<file path="config.mk">
export PLATFORM = sky130hd
export DESIGN_NAME = line_buf_rd_ctrl_flat
export DESIGN_NICKNAME = d
export VERILOG_FILES = /design/src/rtl/line_buf_rd_ctrl_pkg.sv /design/src/rtl/line_buf_rd_ctrl_if.sv /design/src/rtl/line_buf_rd_ctrl_obuf.sv /design/src/rtl/line_buf_rd_ctrl.sv /design/src/flat_wrapper.sv
export SDC_FILE = /design/constraint.sdc
export NUM_CORES = 1
export LEC_CHECK = 0
export ABC_AREA = 1
export BUFFER_PORTS_ARGS = -buffer_cell sky130_fd_sc_hd__buf_2
export CAP_MARGIN = 20
export CORE_ASPECT_RATIO = 1.1
export CORE_MARGIN = 5
export CORE_UTILIZATION = 35
export CTS_BUF_LIST = sky130_fd_sc_hd__clkbuf_16
export DETAILED_ROUTE_END_ITERATION = 10
export PLACE_DENSITY = 0.57
export SLEW_MARGIN = 15
export SYNTH_ARGS = -nofsm -noshare
export SYNTH_HDL_FRONTEND = slang
export SYNTH_SLANG_ARGS = --single-unit
</file>
<file path="constraint.sdc">
create_clock -name clk -period 1.7 [get_ports clk]
set_clock_uncertainty 0.2 [all_clocks]
set_input_delay 0.085 -clock clk [delete_from_list [all_inputs] [get_ports clk]]
set_output_delay 0.085 -clock clk [all_outputs]
set_load 0.005 [all_outputs]
</file>
<file path="src/rtl/line_buf_rd_ctrl_pkg.sv">
// Shared types and width helpers for the line-buffer read controller.
package line_buf_rd_ctrl_pkg;

  typedef enum logic [1:0] {
    IDLE  = 2'd0,
    RUN   = 2'd1,
    DRAIN = 2'd2
  } state_t;

  localparam int OBUF_DEPTH = 2;

  // Counter width for values 0..n-1, never narrower than one bit.
  function automatic int cw(input int n);
    return (n <= 1) ? 1 : $clog2(n);
  endfunction

endpackage

</file>
<file path="src/rtl/line_buf_rd_ctrl_if.sv">
// Valid/ready pixel stream with start-of-frame and end-of-line markers.
interface line_buf_rd_ctrl_if #(parameter int DATA_WIDTH = 8);

  logic                  m_valid;
  logic                  m_ready;
  logic [DATA_WIDTH-1:0] m_data;
  logic                  m_user;
  logic                  m_last;

  modport master (output m_valid, m_data, m_user, m_last, input m_ready);
  modport slave  (input m_valid, m_data, m_user, m_last, output m_ready);

endinterface

</file>
<file path="src/rtl/line_buf_rd_ctrl_obuf.sv">
// Two-entry synchronous buffer absorbing the one-cycle FIFO read latency.
module line_buf_rd_ctrl_obuf
  import line_buf_rd_ctrl_pkg::*;
#(
  parameter int DATA_WIDTH = 8
) (
  input  logic                  clk,
  input  logic                  rst_n,
  input  logic                  push,
  input  logic                  pop,
  input  logic [DATA_WIDTH-1:0] din,
  output logic [DATA_WIDTH-1:0] dout,
  output logic [1:0]            occ
);

  logic [DATA_WIDTH-1:0] mem [OBUF_DEPTH];
  logic                  wr_ptr;
  logic                  rd_ptr;

  // Storage is cleared on reset so the idle stream presents zero data.
  always_ff @(posedge clk or negedge rst_n) begin
    if (!rst_n) begin
      mem[0] <= '0;
      mem[1] <= '0;
      wr_ptr <= 1'b0;
      rd_ptr <= 1'b0;
      occ    <= 2'd0;
    end else begin
      if (push) begin
        mem[wr_ptr] <= din;
        wr_ptr      <= ~wr_ptr;
      end
      if (pop) begin
        rd_ptr <= ~rd_ptr;
      end
      case ({push, pop})
        2'b10:   occ <= occ + 2'd1;
        2'b01:   occ <= occ - 2'd1;
        default: occ <= occ;
      endcase
    end
  end

  assign dout = mem[rd_ptr];

endmodule

</file>
<file path="src/rtl/line_buf_rd_ctrl.sv">
// Pops one frame from the line-buffer FIFO per frame_start and streams it out
// with frame/line markers, tolerating the FIFO's one-cycle read latency.
module line_buf_rd_ctrl
  import line_buf_rd_ctrl_pkg::*;
#(
  parameter int DATA_WIDTH = 8,
  parameter int H_ACTIVE   = 1024,
  parameter int V_ACTIVE   = 768
) (
  input  logic                   clk,
  input  logic                   rst_n,
  input  logic                   frame_start,
  output logic                   fifo_rd_en,
  input  logic [DATA_WIDTH-1:0]  fifo_rd_data,
  input  logic                   fifo_empty,
  line_buf_rd_ctrl_if.master     pix,
  output logic                   busy,
  output logic                   frame_done,
  output logic                   frame_err
);

  localparam int TOTAL = H_ACTIVE * V_ACTIVE;
  localparam int X_W   = cw(H_ACTIVE);
  localparam int Y_W   = cw(V_ACTIVE);
  localparam int N_W   = cw(TOTAL + 1);

  localparam logic [X_W-1:0] X_LAST  = X_W'(H_ACTIVE - 1);
  localparam logic [Y_W-1:0] Y_LAST  = Y_W'(V_ACTIVE - 1);
  localparam logic [N_W-1:0] N_TOTAL = N_W'(TOTAL);
  localparam logic [N_W-1:0] N_LAST  = N_W'(TOTAL - 1);

  state_t                state;
  state_t                next_state;
  logic [N_W-1:0]        issued;
  logic [X_W-1:0]        x;
  logic [Y_W-1:0]        y;
  logic                  inflight;
  logic                  pop;
  logic                  last_pop;
  logic                  room;
  logic [1:0]            occ;
  logic [DATA_WIDTH-1:0] obuf_dout;

  assign pop      = pix.m_valid & pix.m_ready;
  assign last_pop = pop & (x == X_LAST) & (y == Y_LAST);
  // Buffered plus in-flight pixels, net of this cycle's pop, must stay below two.
  assign room     = ({1'b0, occ} + {2'b00, inflight}) < (3'd2 + {2'b00, pop});

  always_ff @(posedge clk or negedge rst_n) begin
    if (!rst_n) begin
      state <= IDLE;
    end else begin
      state <= next_state;
    end
  end

  always_comb begin
    next_state = state;
    case (state)
      IDLE:    if (frame_start) next_state = RUN;
      RUN:     if (fifo_rd_en && (issued == N_LAST)) next_state = DRAIN;
      DRAIN:   if (last_pop) next_state = IDLE;
      default: next_state = IDLE;
    endcase
  end

  always_comb begin
    busy       = (state != IDLE);
    fifo_rd_en = (state == RUN) && !fifo_empty && (issued < N_TOTAL) && room;
  end

  // Position only moves on accepted pixels, so markers stay aligned with m_data.
  always_ff @(posedge clk or negedge rst_n) begin
    if (!rst_n) begin
      issued     <= '0;
      x          <= '0;
      y          <= '0;
      inflight   <= 1'b0;
      frame_done <= 1'b0;
      frame_err  <= 1'b0;
    end else begin
      inflight   <= fifo_rd_en;
      frame_done <= (state == DRAIN) && last_pop;
      frame_err  <= frame_start && (state != IDLE);
      if ((state == IDLE) && frame_start) begin
        issued <= '0;
        x      <= '0;
        y      <= '0;
      end else begin
        if (fifo_rd_en) begin
          issued <= issued + N_W'(1);
        end
        if (pop) begin
          if (x == X_LAST) begin
            x <= '0;
            y <= (y == Y_LAST) ? '0 : y + Y_W'(1);
          end else begin
            x <= x + X_W'(1);
          end
        end
      end
    end
  end

  line_buf_rd_ctrl_obuf #(
    .DATA_WIDTH (DATA_WIDTH)
  ) u_obuf (
    .clk   (clk),
    .rst_n (rst_n),
    .push  (inflight),
    .pop   (pop),
    .din   (fifo_rd_data),
    .dout  (obuf_dout),
    .occ   (occ)
  );

  assign pix.m_valid = (occ != 2'd0);
  assign pix.m_data  = obuf_dout;
  assign pix.m_user  = pix.m_valid && (x == '0) && (y == '0);
  assign pix.m_last  = pix.m_valid && (x == X_LAST);

endmodule
</file>
<file path="src/flat_wrapper.sv">
// flat-port wrapper written by rule: the top's interface ports become plain ports
module line_buf_rd_ctrl_flat import line_buf_rd_ctrl_pkg::*;
#(
  parameter int DATA_WIDTH = 8,
  parameter int H_ACTIVE   = 1024,
  parameter int V_ACTIVE   = 768
)
  (clk, rst_n, frame_start, fifo_rd_en, fifo_rd_data, fifo_empty, busy, frame_done, frame_err, pix_m_valid, pix_m_data, pix_m_user, pix_m_last, pix_m_ready);
  line_buf_rd_ctrl_if #(.DATA_WIDTH(DATA_WIDTH)) pix_i ();
  input  logic clk;
  input  logic rst_n;
  input  logic frame_start;
  output logic fifo_rd_en;
  input  logic [DATA_WIDTH-1:0] fifo_rd_data;
  input  logic fifo_empty;
  output logic busy;
  output logic frame_done;
  output logic frame_err;
  output wire logic [$bits(pix_i.m_valid)-1:0] pix_m_valid;
  output wire logic [$bits(pix_i.m_data)-1:0] pix_m_data;
  output wire logic [$bits(pix_i.m_user)-1:0] pix_m_user;
  output wire logic [$bits(pix_i.m_last)-1:0] pix_m_last;
  input wire logic [$bits(pix_i.m_ready)-1:0] pix_m_ready;
  assign pix_m_valid = pix_i.m_valid;
  assign pix_m_data = pix_i.m_data;
  assign pix_m_user = pix_i.m_user;
  assign pix_m_last = pix_i.m_last;
  assign pix_i.m_ready = pix_m_ready;
  line_buf_rd_ctrl #(.DATA_WIDTH(DATA_WIDTH), .H_ACTIVE(H_ACTIVE), .V_ACTIVE(V_ACTIVE)) u_core (.clk(clk), .rst_n(rst_n), .frame_start(frame_start), .fifo_rd_en(fifo_rd_en), .fifo_rd_data(fifo_rd_data), .fifo_empty(fifo_empty), .pix(pix_i), .busy(busy), .frame_done(frame_done), .frame_err(frame_err));
endmodule
</file>
Word level (Yosys, flattened, before mapping)
Cells that the tools add are included.
Operators by class
  $add $sub $neg: 7
  $mul: 0
  div/mod/pow operators: 0
  $lt $le $gt $ge: 5
  eq/ne operators: 10
  shift-type cells: 0
  multiplexer cells: 20
  bitwise logic cells: 7
  reductions and logical operators: 23
Operator list (count)
  10-bit two-way mux: 7
  20-bit two-way mux: 2
  8-bit two-way mux: 4
  10-bit by 1-bit adder with 10-bit output, second input constant: 2
  20-bit by 1-bit adder with 20-bit output, second input constant: 1
  10-bit equality test, second input constant: 2
  20-bit equality test, second input constant: 1
  10-bit zero test: 2
  20-bit less-than comparator, second input constant: 1
  16-bit bitwise mux: 1
  2-bit nonzero test: 6
  1-bit logical AND: 11
  8-bit demux with 1-bit select: 1
  2-bit two-way mux: 3
  2-bit one-hot mux with 3 select lines: 1
  2-bit by 1-bit equality test with 1-bit output, second input constant: 2
  2-bit equality test, second input constant: 2
  2-bit >= comparator, second input constant: 2
  2-bit by 1-bit inequality test with 1-bit output, second input constant: 2
  1-bit inverter with 2-bit output: 2
  2-bit one-hot mux with 2 select lines: 1
  2-bit by 1-bit adder with 3-bit output: 1
  2-bit by 1-bit adder with 3-bit output, first input constant: 1
  1-bit bitwise AND: 3
  10 further kinds: 11
Word-level totals
  register bits: 65
  bits in latches: 0
  bits in writable memories: 0
  memory bits (read-only): 0
  output and inout port bits: 15
  logic and storage cells: 84
  memories: 0

Longest topological paths before layout
  word-level depth: 8
  mapped depth: 11

Cells and area by module
A second synthesis with hierarchy kept.
Unflattened totals
  cell total of the unflattened synthesis: 498
  area total of the unflattened synthesis: 3819.9 sq um
Modules (own cells, without submodules)
  line_buf_rd_ctrl: instances 1, cells an instance 391, area each 2880.3 sq um, sequential area each 1126.1 sq um
  line_buf_rd_ctrl_obuf: instances 1, cells an instance 107, area each 939.7 sq um, sequential area each 500.5 sq um

Worst setup path before layout
No wires, ideal clock.
  path type: register to register
  start point: register u_core.u_obuf.occ[0]
  end point: register u_core.issued[10]
  library setup time: 126 ps
  data arrival time: 1484 ps
  data required time: 1374 ps
  setup slack: -110 ps
  stages on the path, launching flop included: 12
  buffers on the path: 1
  period minus slack after synthesis: 1810 ps
  path through: dfrtp_1 ha_1 ha_1 nor2_1 nand2_1 nor2_1 nand2_2 nand2_2 inv_2 buf_6 nand2_1 o21ai_0
On the way
  cells in the longest elaborated chain, start to end: 6
  elaborated cells between the ends (all ways): 7
  classes of those cells: 2 x add/sub; 1 x order compare; 1 x bitwise; 3 x reduce/logical
RTL lines
  from (decl): line line_buf_rd_ctrl_obuf.sv:13  | output logic [1:0] occ
  from (signal assigned): line line_buf_rd_ctrl_obuf.sv:37  | 2'b10: occ <= occ + 2'd1;
  from (signal assigned): line line_buf_rd_ctrl_obuf.sv:38  | 2'b01: occ <= occ - 2'd1;
  2-bit nonzero test: line line_buf_rd_ctrl.sv:117  | assign pix.m_valid = (occ != 2'd0);
  1-bit bitwise AND: line line_buf_rd_ctrl.sv:44  | assign pop = pix.m_valid & pix.m_ready;
  2-bit by 1-bit adder with 3-bit output: line line_buf_rd_ctrl.sv:47  | assign room = ({1'b0, occ} + {2'b00, inflight}) < (3'd2 + {2'b00, pop});
  3-bit less-than comparator (*): line line_buf_rd_ctrl.sv:47
  1-bit logical AND (*): line line_buf_rd_ctrl.sv:69  | fifo_rd_en = (state == RUN) && !fifo_empty && (issued < N_TOTAL) && room;
  2-bit nonzero test (no line) (*)
  to (signal assigned): line line_buf_rd_ctrl.sv:91  | issued <= issued + N_W'(1);
  to (decl): line line_buf_rd_ctrl.sv:34  | logic [N_W-1:0] issued;
Every way passes the cells marked *; elsewhere a longest branch is shown, timed or not.
A chain may end at the register's enable or synchronous reset.

Worst setup path after layout
  start point: register u_core.inflight
  end point: output port fifo_rd_en
On the way
  cells in the longest elaborated chain, start to end: 3
RTL lines
  from (decl): line line_buf_rd_ctrl.sv:37  | logic inflight;
  from (signal assigned): line line_buf_rd_ctrl.sv:82  | inflight <= fifo_rd_en;
  2-bit by 1-bit adder with 3-bit output: line line_buf_rd_ctrl.sv:47
  3-bit less-than comparator: line line_buf_rd_ctrl.sv:47
  1-bit logical AND: line line_buf_rd_ctrl.sv:69
  to (decl): line flat_wrapper.sv:13  | output logic fifo_rd_en;
Every way passes these cells.

==> flow_summary.json <==
{
  "clk_pin_slew_ps": 60,
  "seqPwrFrac": 0.345,
  "portBuffers": 27,
  "dp.cells": 706,
  "arrival_ps": 1640,
  "die_h_um": 119,
  "pwr-share-clk": 0.240,
  "place_congestion": 0.862,
  "area_growth_pct": 38.9,
  "synth.distinct_cells": 32,
  "synth_fp_nets": 529,
  "ys_ff_latch": 65,
  "end_kind": "primary output",
  "postSynthAreaPerCell_um2": 7.41,
  "vias_per_cell": 4.78,
  "grt-ovfl-total": 0,
  "comb_power_share": 0.414,
  "hold_viol_final": 0,
  "max_slew_margin": 0.683,
  "worst-r2r-cell-count": 10,
  "diodes": 0,
  "grt_max_degree": 66,
  "drcViolationCount": 0,
  "dr.pass1.iters": 4,
  "crit_chain": "ha_2 -> ha_4 -> nor2_4 -> nand2_2 -> nor2_2 -> nand2_2 -> inv_4 -> buf_12 -> buf_6",
  "io_pins": 28,
  "drive_gt1_frac": 0.301,
  "setup_viol": 30,
  "power_density_mw_per_mm2": 1320,
  "power.total_mw": 6.91,
  "nFillCells": 1013,
  "status": "complete, but fails checks",
  "vias": 3601,
  "grt_pass1_wl_mm": 16.2,
  "seq_area_mm2": 0.00163,
  "fin_nets": 627,
  "core_mm2": 0.0104,
  "dieArea_mm2": 0.0129,
  "cts_max_path_buffers": 2,
  "violations": "setup timing",
  "grt.total_usage": 0.156,
  "antenna_found_initial": 0,
  "crit_path_max_fanout": 2,
  "initial_core_util": 0.360,
  "p_sw_mw": 2.56,
  "critPathLaunchType": "flip-flop",
  "avgRoutedWirePerCell_um": 13.0,
  "irDropWorstVdd_mv": 0.614,
  "rsz0062_at_grt": "true",
  "setup_tns_ps": -3440,
  "instances_no_fill": 754,
  "setup_slack_ps": -222,
  "wl_mm": 9.79,
  "critPathTopFamily": "flip-flops",
  "grt_pass1_vias": 3503,
  "dp_hpwl_mm": 6.52,
  "cp_slowest_cell": "dfrtp_1",
  "drt_iter0_drc": 190,
  "swShare": 0.370,
  "hold_path_class": "input pin to async pin",
  "tightest_slew_ps": 474,
  "fmax_mhz": 520,
  "cts_sinks": 65,
  "fin_crit_sh": 1.13,
  "p_int_mw": 4.35,
  "utilization": 0.501,
  "yosysWarningCount": 0,
  "tritoncts": "done",
  "period_minus_slack_ps": 1920,
  "critPathMostFrequentCell": "nand2_2",
  "insertion_delay_ps": 330,
  "worst-setup-path-type": "flip-flop to primary output",
  "timing.rr.start": "u_core.inflight",
  "numCtsBuffers": 9,
  "max_stage_delay_ps": 380,
  "slew_violations": 0,
  "cts_max_level": 3,
  "path_buf_inv": 3,
  "critical_path_required_ps": 1410,
  "r2r_setup_slack_ps": -170,
  "synthCells": 508,
  "syn_area_mm2": 0.00376,
  "ant_nets": 0,
  "r2r-end": "u_core.issued[3]",
  "die_w_um": 109,
  "rows": 39,
  "drv_cap": 0,
  "crit_start": "u_core.inflight",
  "multi_input_area_mm2": 0.00203,
  "p_leak_nw": 2.51,
  "ys_seq_area_frac": 0.432,
  "cts_root_buffer": "clkbuf_16"
}
==> power by group through the flow <==
stage          Combinational (mW)  Sequential (mW)  Clock [mW]
5_1_grt                      3.21             2.46        1.76
6_report                     2.87             2.39        1.66
3_3_place_gp                 2.28             2.37           0
2_1_floorplan                1.43             2.29           0
4_1_cts                      2.62             2.38        1.70
3_5_place_dp                 2.35             2.39           0
==> through the flow <==
step | instance area (µm²) | hold WS, ps | setup slack (ps)
after global routing | 5230 | 159 | -320
final | 5230 | 104 | -222
after global placement | 4370 | -64.7 | -78.1
after floorplan | 3770 | -411 | -97.1
after CTS | 4960 | 98.4 | -250
after detailed placement | 4370 | -67.9 | -127
==> cell usage in the layout (no fill, tap or decap), types with 15 or more instances in the layout <==
cell type	count
buf_2	26
buf_4	43
dfrtp_1	62
inv_1	47
inv_2	15
nand2_1	144
nand3_1	30
nand4_1	23
nor2_1	45
o21ai_0	23
==> timing repair <==
| action | in CTS | in global routing |
|---|---|---|
| pin swaps | 19 | 16 |
| endpoints found under the setup margin | 52 | 50 |
| endpoints found under the hold margin | 82 | 0 |
| gates resized for setup | 38 | 59 |
| hold buffers | 10 | 0 |
| gates cloned | 0 | 2 |
| buffers inserted | 14 | 8 |
==> worst register-to-register path: cells and delay by family, from the launching register on <==
| kind | cells | cell delay, ps |
|---|---|---|
| AND/OR/NAND/NOR | 6 | 510 |
| adder cells (fa/ha/maj) | 2 | 370 |
| buffers and inverters | 2 | 310 |
| flip-flops | 1 | 380 |
==> Yosys cell counts (all sizes together) <==
| cell type | count | area [µm²] |
|---|---|---|
| nor3b | 1 | 7.51 |
| inv | 66 | 248 |
| xor2 | 6 | 52.6 |
| a21oi | 9 | 45.0 |
| buf | 11 | 83.8 |
| nand4 | 24 | 165 |
| xnor2 | 2 | 17.5 |
| nor2 | 59 | 279 |
| o21ai | 39 | 195 |
| nor4 | 1 | 6.26 |
| dfrtp | 65 | 1630 |
| o21bai | 2 | 15.0 |
| or2 | 5 | 31.3 |
| nor3 | 11 | 65.1 |
| ha | 8 | 100 |
| and2 | 2 | 12.5 |
| o31ai | 1 | 7.51 |
| clkbuf | 2 | 7.51 |
| nand2 | 156 | 608 |
| nand3 | 38 | 190 |
==> cells by family after synthesis <==
kind of cell | count (synthesis) | share of synthesized area
AOI/OAI and AO/OA | 51 | 0.0698
xor gates and xnor gates | 8 | 0.0186
adders and majority gates | 8 | 0.0266
buffers and inverters | 79 | 0.0901
DFF | 65 | 0.432
and+or+nand+nor | 297 | 0.363
==> area by class of cell <==
| cell class | instances | area share |
|---|---|---|
| multi-input cells | 364 | 0.389 |
| flip-flops and latches | 65 | 0.312 |
| repair buffers | 99 | 0.162 |
| inverters | 66 | 0.0515 |
| clock buffers | 9 | 0.0431 |
| well taps | 143 | 0.0342 |
| clock inverters | 7 | 0.00742 |
| repair inverters | 1 | 0.00120 |
==> sequential cells by signal (all words and copies together), names as in the netlist <==
name	cells
u_core.u_obuf.occ	2
u_core.frame_done	1
u_core.state	2
u_core.x	10
u_core.frame_err	1
u_core.inflight	1
u_core.u_obuf.wr_ptr	1
u_core.issued	20
u_core.u_obuf.rd_ptr	1
u_core.u_obuf.mem	16
u_core.y	10
==> worst max-delay path by stage <==
stage                     cells past startpoint                   end
final                                         9            fifo_rd_en
after global routing                          9            fifo_rd_en
after CTS                                     9            fifo_rd_en
after detailed placement                      7  u_core.u_obuf.occ[1]
after global placement                        7  u_core.u_obuf.occ[1]
after floorplan                              11      u_core.issued[4]
==> per-layer routing <==
metal  vias to the layer above  part of all wire  global-route usage
met5                         -                 0                   0
met4                         0             0.013              0.0529
met3                        10             0.032              0.0311
met2                        71              0.48               0.254
met1                      1698              0.47               0.204
li1                       1822                 -                   -
Power figures use the tool's default switching activity.
